File: config.mk
export PLATFORM = sky130hd
export DESIGN_NAME = accumulator_serial_store_flat
export DESIGN_NICKNAME = d
export VERILOG_FILES = /design/src/rtl/accumulator_serial_store_pkg.sv /design/src/rtl/accumulator_serial_store_if.sv /design/src/rtl/accumulator_serial_store_serial_beat_counter.sv /design/src/rtl/accumulator_serial_store.sv /design/src/flat_wrapper.sv
export SDC_FILE = /design/constraint.sdc
export NUM_CORES = 1
export LEC_CHECK = 0
export BUFFER_PORTS_ARGS = -buffer_cell sky130_fd_sc_hd__buf_4
export CORE_MARGIN = 5
export CORE_UTILIZATION = 55
export DETAILED_ROUTE_END_ITERATION = 10
export HOLD_SLACK_MARGIN = 0.02
export PLACE_DENSITY = 0.78
export SYNTH_ARGS = -nofsm -noshare
export SYNTH_HDL_FRONTEND = slang
export SYNTH_SLANG_ARGS = --single-unit
File: constraint.sdc
create_clock -name clk -period 3.05 [get_ports clk]
set_input_delay 0.4575 -clock clk [delete_from_list [all_inputs] [get_ports clk]]
set_output_delay 0.4575 -clock clk [all_outputs]
set_load 0.1 [all_outputs]
File: src/rtl/accumulator_serial_store_pkg.sv
// Shared definitions for the bit-serial accumulator stages: default word
// geometry, the beat mode encoding, and the mode-selection rule.
package accumulator_serial_store_pkg;

    localparam int WORD_W_DEFAULT = 32;
    localparam int IDX_W_DEFAULT  = 5;

    typedef enum logic [1:0] {
        MODE_RECIRC = 2'd0,
        MODE_WRITE  = 2'd1,
        MODE_ZERO   = 2'd2
    } mode_e;

    // Clear outranks write; with nothing pending the word just recirculates.
    function automatic mode_e select_mode(input logic write_pend, input logic clear_pend);
        if (clear_pend)
            return MODE_ZERO;
        else if (write_pend)
            return MODE_WRITE;
        else
            return MODE_RECIRC;
    endfunction

endpackage

File: src/rtl/accumulator_serial_store_if.sv
// Control, serial link and display signals of the accumulator store.
// The master side drives run/strobe/requests and the subtract-unit result;
// the slave side is the store itself.
interface accumulator_serial_store_if
    import accumulator_serial_store_pkg::*;
#(
    parameter int WORD_W = WORD_W_DEFAULT,
    parameter int IDX_W  = IDX_W_DEFAULT
);
    logic              i_RUN;
    logic              i_BIT_EN;
    logic              i_WRITE;
    logic              i_CLEAR;
    logic              i_ASU_DATA;
    logic              o_A_DATA;
    logic              o_XTB;
    logic [IDX_W-1:0]  o_BIT_IDX;
    logic              o_BEAT_DONE;
    logic [WORD_W-1:0] o_ACC_PAR;
    logic              o_NEG;

    modport master (
        output i_RUN, i_BIT_EN, i_WRITE, i_CLEAR, i_ASU_DATA,
        input  o_A_DATA, o_XTB, o_BIT_IDX, o_BEAT_DONE, o_ACC_PAR, o_NEG
    );

    modport slave (
        input  i_RUN, i_BIT_EN, i_WRITE, i_CLEAR, i_ASU_DATA,
        output o_A_DATA, o_XTB, o_BIT_IDX, o_BEAT_DONE, o_ACC_PAR, o_NEG
    );

endinterface

File: src/rtl/accumulator_serial_store_serial_beat_counter.sv
// Bit-time counter shared by the serial stores: tracks the bit position
// inside a beat, flags beat start/end for the owning stage, raises XTB on
// bit-time 0 and emits a registered one-cycle beat-done pulse.
module serial_beat_counter
    import accumulator_serial_store_pkg::*;
#(
    parameter int WORD_W = WORD_W_DEFAULT,
    parameter int IDX_W  = IDX_W_DEFAULT
) (
    input  logic             clk,
    input  logic             srst,
    input  logic             run,
    input  logic             bit_en,
    output logic [IDX_W-1:0] bit_idx,
    output logic             xtb,
    output logic             beat_start,
    output logic             beat_end,
    output logic             beat_done
);

    localparam logic [IDX_W-1:0] LAST_IDX = IDX_W'(WORD_W - 1);

    logic [IDX_W-1:0] idx_reg;
    logic             done_reg;
    logic             advance;

    assign advance    = run & bit_en;
    assign beat_start = advance && (idx_reg == '0);
    assign beat_end   = advance && (idx_reg == LAST_IDX);
    assign xtb        = run && (idx_reg == '0);
    assign bit_idx    = idx_reg;
    assign beat_done  = done_reg;

    // Step the bit index on every advance, wrapping at the last bit; the
    // done pulse lasts exactly the cycle after the final bit is shifted.
    always_ff @(posedge clk) begin
        if (srst) begin
            idx_reg  <= '0;
            done_reg <= 1'b0;
        end else begin
            done_reg <= beat_end;
            if (advance)
                idx_reg <= (idx_reg == LAST_IDX) ? '0 : idx_reg + 1'b1;
        end
    end

endmodule

File: src/rtl/accumulator_serial_store.sv
// Bit-serial accumulator store. Recirculates the accumulator word LSB-first
// toward the subtract unit, captures the unit's serial result in write
// beats, zeroes it in clear beats, and keeps a parallel snapshot of the
// last completed word for the display and sign test.
module accumulator_serial_store
    import accumulator_serial_store_pkg::*;
#(
    parameter int WORD_W = WORD_W_DEFAULT,
    parameter int IDX_W  = IDX_W_DEFAULT
) (
    input  logic                      clk,
    input  logic                      rst,
    accumulator_serial_store_if.slave bus
);

    logic              advance;
    logic              beat_start;
    logic              beat_end;

    logic              write_pend_reg, write_pend_next;
    logic              clear_pend_reg, clear_pend_next;
    mode_e             mode_reg, mode_next;
    mode_e             eff_mode;
    logic              in_bit;
    logic [WORD_W-1:0] word_reg, word_next;
    logic [WORD_W-1:0] word_shift;
    logic [WORD_W-1:0] acc_par_reg;

    assign advance = bus.i_RUN & bus.i_BIT_EN;

    serial_beat_counter #(
        .WORD_W (WORD_W),
        .IDX_W  (IDX_W)
    ) u_beat_counter (
        .clk        (clk),
        .srst       (rst),
        .run        (bus.i_RUN),
        .bit_en     (bus.i_BIT_EN),
        .bit_idx    (bus.o_BIT_IDX),
        .xtb        (bus.o_XTB),
        .beat_start (beat_start),
        .beat_end   (beat_end),
        .beat_done  (bus.o_BEAT_DONE)
    );

    // Sticky request latches and mode selection. A request seen on the
    // beat-start cycle itself is folded in before the mode is chosen, so it
    // applies to the beat that is starting; the latches then clear.
    always_comb begin
        write_pend_next = write_pend_reg | bus.i_WRITE;
        clear_pend_next = clear_pend_reg | bus.i_CLEAR;
        mode_next       = mode_reg;
        eff_mode        = mode_reg;
        if (beat_start) begin
            mode_next       = select_mode(write_pend_next, clear_pend_next);
            eff_mode        = mode_next;
            write_pend_next = 1'b0;
            clear_pend_next = 1'b0;
        end
    end

    // Bit entering the MSB end: the outgoing LSB, the subtract result, or zero.
    always_comb begin
        in_bit = word_reg[0];
        case (eff_mode)
            MODE_RECIRC: in_bit = word_reg[0];
            MODE_WRITE:  in_bit = bus.i_ASU_DATA;
            MODE_ZERO:   in_bit = 1'b0;
            default:     in_bit = word_reg[0];
        endcase
    end

    // One-position right shift with the selected bit entering at the top.
    generate
        for (genvar gi = 0; gi < WORD_W - 1; gi++) begin : g_shift
            assign word_shift[gi] = word_reg[gi+1];
        end
    endgenerate
    assign word_shift[WORD_W-1] = in_bit;

    assign word_next = advance ? word_shift : word_reg;

    // State registers; the snapshot takes the fully rotated word on the
    // final bit of each beat. Reset discards any half-written word.
    always_ff @(posedge clk) begin
        if (rst) begin
            write_pend_reg <= 1'b0;
            clear_pend_reg <= 1'b0;
            mode_reg       <= MODE_RECIRC;
            word_reg       <= '0;
            acc_par_reg    <= '0;
        end else begin
            write_pend_reg <= write_pend_next;
            clear_pend_reg <= clear_pend_next;
            mode_reg       <= mode_next;
            word_reg       <= word_next;
            if (beat_end)
                acc_par_reg <= word_shift;
        end
    end

    assign bus.o_A_DATA  = word_reg[0];
    assign bus.o_ACC_PAR = acc_par_reg;
    assign bus.o_NEG     = acc_par_reg[WORD_W-1];

endmodule

File: src/flat_wrapper.sv
// flat-port wrapper written by rule: the top's interface ports become plain ports
module accumulator_serial_store_flat import accumulator_serial_store_pkg::*;
#(
    parameter int WORD_W = WORD_W_DEFAULT,
    parameter int IDX_W  = IDX_W_DEFAULT
)
  (clk, rst, bus_i_RUN, bus_i_BIT_EN, bus_i_WRITE, bus_i_CLEAR, bus_i_ASU_DATA, bus_o_A_DATA, bus_o_XTB, bus_o_BIT_IDX, bus_o_BEAT_DONE, bus_o_ACC_PAR, bus_o_NEG);
  accumulator_serial_store_if #(.WORD_W(WORD_W), .IDX_W(IDX_W)) bus_i ();
  input  logic clk;
  input  logic rst;
  input wire logic [$bits(bus_i.i_RUN)-1:0] bus_i_RUN;
  input wire logic [$bits(bus_i.i_BIT_EN)-1:0] bus_i_BIT_EN;
  input wire logic [$bits(bus_i.i_WRITE)-1:0] bus_i_WRITE;
  input wire logic [$bits(bus_i.i_CLEAR)-1:0] bus_i_CLEAR;
  input wire logic [$bits(bus_i.i_ASU_DATA)-1:0] bus_i_ASU_DATA;
  output wire logic [$bits(bus_i.o_A_DATA)-1:0] bus_o_A_DATA;
  output wire logic [$bits(bus_i.o_XTB)-1:0] bus_o_XTB;
  output wire logic [$bits(bus_i.o_BIT_IDX)-1:0] bus_o_BIT_IDX;
  output wire logic [$bits(bus_i.o_BEAT_DONE)-1:0] bus_o_BEAT_DONE;
  output wire logic [$bits(bus_i.o_ACC_PAR)-1:0] bus_o_ACC_PAR;
  output wire logic [$bits(bus_i.o_NEG)-1:0] bus_o_NEG;
  assign bus_i.i_RUN = bus_i_RUN;
  assign bus_i.i_BIT_EN = bus_i_BIT_EN;
  assign bus_i.i_WRITE = bus_i_WRITE;
  assign bus_i.i_CLEAR = bus_i_CLEAR;
  assign bus_i.i_ASU_DATA = bus_i_ASU_DATA;
  assign bus_o_A_DATA = bus_i.o_A_DATA;
  assign bus_o_XTB = bus_i.o_XTB;
  assign bus_o_BIT_IDX = bus_i.o_BIT_IDX;
  assign bus_o_BEAT_DONE = bus_i.o_BEAT_DONE;
  assign bus_o_ACC_PAR = bus_i.o_ACC_PAR;
  assign bus_o_NEG = bus_i.o_NEG;
  accumulator_serial_store #(.WORD_W(WORD_W), .IDX_W(IDX_W)) u_core (.clk(clk), .rst(rst), .bus(bus_i));
endmodule
# Yosys cells after proc, flatten, opt, wreduce, memory -nomap -nowiden
# Cells that the tools add are included.
[totals] register_bits=74 input_bits=7 output_inout_bits=41 elab_cells=24
[classes] add_sub_neg=1 n_eq_ne=3 muxes=5 n_bitwise=3 n_reduce_logical=5
[op_table] operator="5-bit by 1-bit adder with 5-bit output, second input constant" n=1
[op_table] operator="5-bit equality test, second input constant" n=1
[op_table] operator="5-bit logical NOT" n=1
[op_table] operator="5-bit 2-to-1 mux" n=1
[op_table] operator="2-bit 2-to-1 mux" n=2
[op_table] operator="1-bit logical AND" n=3
[op_table] operator="2-bit by 1-bit equality test with 1-bit output, second input constant" n=1
[op_table] operator="2-bit equality test, second input constant" n=1
[op_table] operator="1-bit OR" n=2
[op_table] operator="1-bit one-hot mux with 2 select lines" n=1
[op_table] operator="2-bit OR reduction" n=1
[op_table] operator="1-bit bitwise AND" n=1
[op_table] operator="1-bit 2-to-1 mux" n=1

# Logic depth before layout (Yosys ltp)
[depth] ltp_word=6 ltp_mapped=9 depth_no_buf=9

# By module
# From an unflattened synthesis, not the netlist that was laid out.
[unflattened] hier_cells=307 hier_area_um2=3173.0
[modules_own_cells] module="accumulator_serial_store" n_inst=1 cells_per_inst=271 area_per_inst_um2=2867.8 seq_area_each_um2=1361.3
[modules_own_cells] module="serial_beat_counter" n_inst=1 cells_per_inst=36 area_per_inst_um2=305.3 seq_area_each_um2=120.1

# Worst setup path before layout
# No wires, ideal clock.
[synth_path] path_kind="reg-to-reg" start="register u_core.u_beat_counter.idx_reg[0], in the netlist u_core.u_beat_counter.bit_idx[0]" end="register u_core.acc_par_reg[31], in the netlist u_core.bus.o_ACC_PAR[31]" setup_ns=0.101 arrival_time_ns=2.495 required_time_ns=2.949 slack_ns=0.454 path_stages_with_launch=10 path_buffers=0 synth_period_minus_slack_ns=2.596 path_cell_list="dfxtp_1 > inv_1 > ha_1 > nor4b_2 > nand4b_1 > nand2_1 > ha_1 > and3b_1 > a21oi_1 > o41ai_1"
[synth_between] elab_chain_cells=5 word_cells_on_any_way=8 cone_classes="eq/ne: 3; mux: 2; reduce/logical: 3"
[synth_rtl] item="start: declaration" line="accumulator_serial_store_serial_beat_counter.sv:23" source="logic [IDX_W-1:0] idx_reg;"
[synth_rtl] item="start signal: assignment" line="accumulator_serial_store_serial_beat_counter.sv:43" source="idx_reg <= (idx_reg == LAST_IDX) ? '0 : idx_reg + 1'b1;"
[synth_rtl] item="5-bit logical NOT *" line="accumulator_serial_store_serial_beat_counter.sv:28" source="assign beat_start = advance && (idx_reg == '0);"
[synth_rtl] item="1-bit logical AND *" line="accumulator_serial_store_serial_beat_counter.sv:28"
[synth_rtl] item="2-bit 2-to-1 mux *" line="accumulator_serial_store.sv:54" source="if (beat_start) begin"
[synth_rtl] item="via u_core.eff_mode[0]" line="accumulator_serial_store.sv:23" source="mode_e eff_mode;"
[synth_rtl] item="2-bit equality test / 2-bit by 1-bit equality test with 1-bit output (equally long branches)" line="accumulator_serial_store.sv:65" source="case (eff_mode)"
[synth_rtl] item="1-bit one-hot mux with 2 select lines *" line="accumulator_serial_store.sv:65"
[synth_rtl] item="end signal: assignment" line="accumulator_serial_store.sv:98" source="acc_par_reg <= word_shift;"
[synth_rtl] item="end: declaration" line="accumulator_serial_store.sv:27" source="logic [WORD_W-1:0] acc_par_reg;"
# The timed path passes the listed nets; every way through them passes the cells marked *.
# A chain may end at the register's enable or synchronous reset.

# Worst setup path in the final report
[layout_path] start="register u_core.u_beat_counter.idx_reg[0], in the netlist u_core.u_beat_counter.bit_idx[0]" end="output bus_o_XTB"
[layout_between] elab_chain_cells=2
[layout_rtl] item="5-bit logical NOT" line="accumulator_serial_store_serial_beat_counter.sv:30" source="assign xtb = run && (idx_reg == '0);"
[layout_rtl] item="1-bit logical AND" line="accumulator_serial_store_serial_beat_counter.sv:30"
[layout_rtl] item="end: declaration" line="flat_wrapper.sv:17" source="output wire logic [$bits(bus_i.o_XTB)-1:0] bus_o_XTB;"
# Every way passes these cells.

==> results_dict.tcl <==
set metrics [dict create \
    setup_violations 0 \
    worstPathArrival_ns 1.76 \
    die_h_microns 78.4 \
    drt_iter0_drc 224 \
    min_period_over_period_pct 72.6 \
    dpl-instance-area_sq_um 2930 \
    wl_per_cell_microns 13.5 \
    drive_gt1_share_pct 22.6 \
    cts_setup_buffers 0 \
    leakage_uw 0.00127 \
    layout.nets 321 \
    slew_violations 0 \
    ys_types 30 \
    synthCells 269 \
    crit_fanout 5 \
    yosys_warnings 0 \
    initial_core_util_pct 55.6 \
    reg2regPathDepth 9 \
    num_vias 1989 \
    worst_pin_slew_ns 0.512 \
    dp.cells 353 \
    synth_nets 280 \
    whs_path_depth 3 \
    final_cell_area_sq_um 3160 \
    path_clk_slew_ns 0.07 \
    core_area_sq_um 4630 \
    maxSlewHeadroom_pct 65.8 \
    finalClockSkew_ns 0.00400 \
    drc 0 \
    final-hold-violation-count 0 \
    drv_cap 0 \
    synth_area_sq_um 2580 \
    cp_cell_sequence "inv_1 > ha_1 > nor4b_2 > and2_1 > buf_4" \
    seq_area_frac_synth_pct 57.5 \
    cts_tree "yes" \
    avgSynthCellArea_sq_um 9.58 \
    crit_type "reg2out" \
    hp-start "bus_i_CLEAR" \
    dp_hpwl_microns 3180 \
    crit_path_top_delay_cell "dfxtp_1" \
    cp.required_ns 2.59 \
    antenna_found_initial 0 \
    area.growth.synth_to_final_pct 22.6 \
    post_cts_resized 0 \
    ys_ff_latch 74 \
    critPathMaxStageDelay_ns 0.36 \
    grt_usage_pct 17.9 \
    vdd_drop_max_uv 411 \
    wl_microns 4960 \
    worstSetupStartpoint "u_core.u_beat_counter.bit_idx[0]" \
    endpoint_kind "output port" \
    worst_skew_pair.late_latency_ns 0.34 \
    rsz0062_at_grt "no" \
    first_pass_iters 4 \
    power_density_nw_per_um2 617 \
    cts_buffer_depth 2 \
    min_period_ns 2.21 \
    io_buffers 47 \
    fin_cells 368 \
    place_congestion 0.833 \
    grt_max_degree 43 \
    numCtsBuffers 9 \
    status "completed" \
    io_pins 48 \
    grt_pass1_wl_microns 8550 \
    max_clock_freq_mhz 452 \
    gr-total-overflow 0 \
    p_total_uw 1950 \
    cts.sinks 74 \
    worstSetupStartpointType "flop" \
    placementRows 25 \
    die_area_sq_um 6150 \
    chipWidth_microns 78.4 \
    hold_path_class "in2reg" \
    h-tree-depth 3 \
    fin_setup_tns_ns 0 \
    holdBufCountCts 0 \
    num_antenna_cells 0 \
    r2r_start "u_core.u_beat_counter.bit_idx[0]" \
    postRouteAntennaNets 0 \
    vias_per_cell 5.40 \
    root_buffer "clkbuf_8" \
    grt_pass1_vias 1836 \
]
==> cell families (layout without fill, tap and decap cells) <==
family	Yosys count	in the layout	synth area share, %
AND/OR/NAND/NOR	90	90	15.4
AO/OA/AOI/OAI	75	75	19.9
flip-flops	74	74	57.5
buffers and inverters	24	69	4.57
adder cells (fa/ha/maj)	4	4	1.94
XOR/XNOR	2	2	0.680
==> final cells by class <==
type,count,area (sq um)
multi-input combinational,171,983
clock buffer,10,128
sequential,74,1480
clock inverter,5,104
tap,54,67.6
fill,361,1470
timing repair buffer,51,383
inverter,3,11.3
==> path summary, 6_finish.rpt <==
kind                                    to  slack (ns)
setup reg to reg  u_core.bus.o_ACC_PAR[31]        0.87
hold / removal       u_core.clear_pend_reg        0.41
hold reg to reg         u_core.word_reg[4]        0.47
setup / recovery                 bus_o_XTB        0.84
==> cell usage in the layout (no fill, tap or decap), types with 2 or more instances in the layout <==
cell / count
dfxtp_1: 74
nand2_1: 69
buf_4: 51
a21oi_1: 37
a22o_1: 31
clkbuf_8: 9
nor2_1: 5
ha_1: 4
nand3_1: 3
inv_1: 3
bufinv_16: 3
and2_1: 2
o21ai_0: 2
nor3_1: 2
==> synth_stat cells <==
master    count  area, sq um
nand3_1       3         15.0
nor2_2        1         6.26
inv_1         3         11.3
dfxtp_1      74         1480
ha_1          4         50.1
and2_1        2         12.5
buf_4         2         15.0
a22o_1       31          272
or4b_4        1         13.8
a31oi_2       1         12.5
clkbuf_1      3         11.3
a21oi_1      37          185
nor3_2        1         10.0
o21ai_0       2         10.0
nor3b_1       1         7.51
a21o_1        1         7.51
xnor2_1       1         8.76
nand4b_1      1         8.76
a211oi_1      1         7.51
buf_2        16         80.1
o21ai_2       1         8.76
o41ai_1       1         8.76
nor3_1        2         10.0
xor2_1        1         8.76
or3_1         1         6.26
nor4b_2       1         15.0
and3_1        1         6.26
nand2_1      69          259
nor2_1        5         18.8
and3b_1       1         8.76
==> metrics by stage <==
step	hold WS, ns	util, %	worst slack (ns)
4_1_cts	0.399	68.2	0.821
3_3_place_gp	0.456	63.2	0.980
3_5_place_dp	0.455	63.2	0.888
6_report	0.412	68.2	0.837
2_1_floorplan	0.440	-	0.454
5_1_grt	0.442	68.2	0.683
==> worst max-delay path, delay by kind of cell (launching register included) <==
family,cells,cell delay [ns]
fa+ha+maj,1,0.15
simple gates,2,0.53
flops,1,0.36
buf+inv,2,0.37
==> per-layer routing <==
metal	up-vias	track usage, %	share of wire, %	wire, microns
li1	1005	-	-	-
met1	931	22.9	47	2350
met2	46	27.2	45	2240
met5	-	0	0	0
met3	7	5.62	5.6	276
met4	0	8.92	1.8	89
==> report_power, final <==
group	switching (uW)	leakage (uW)	internal, uW
Sequential	4.54	0.000597	972
Clock	337	0.000116	539
Combinational	70.2	0.000558	25.8
Total	412	0.00127	1540
No activity file was read; power rests on OpenSTA's default activity.
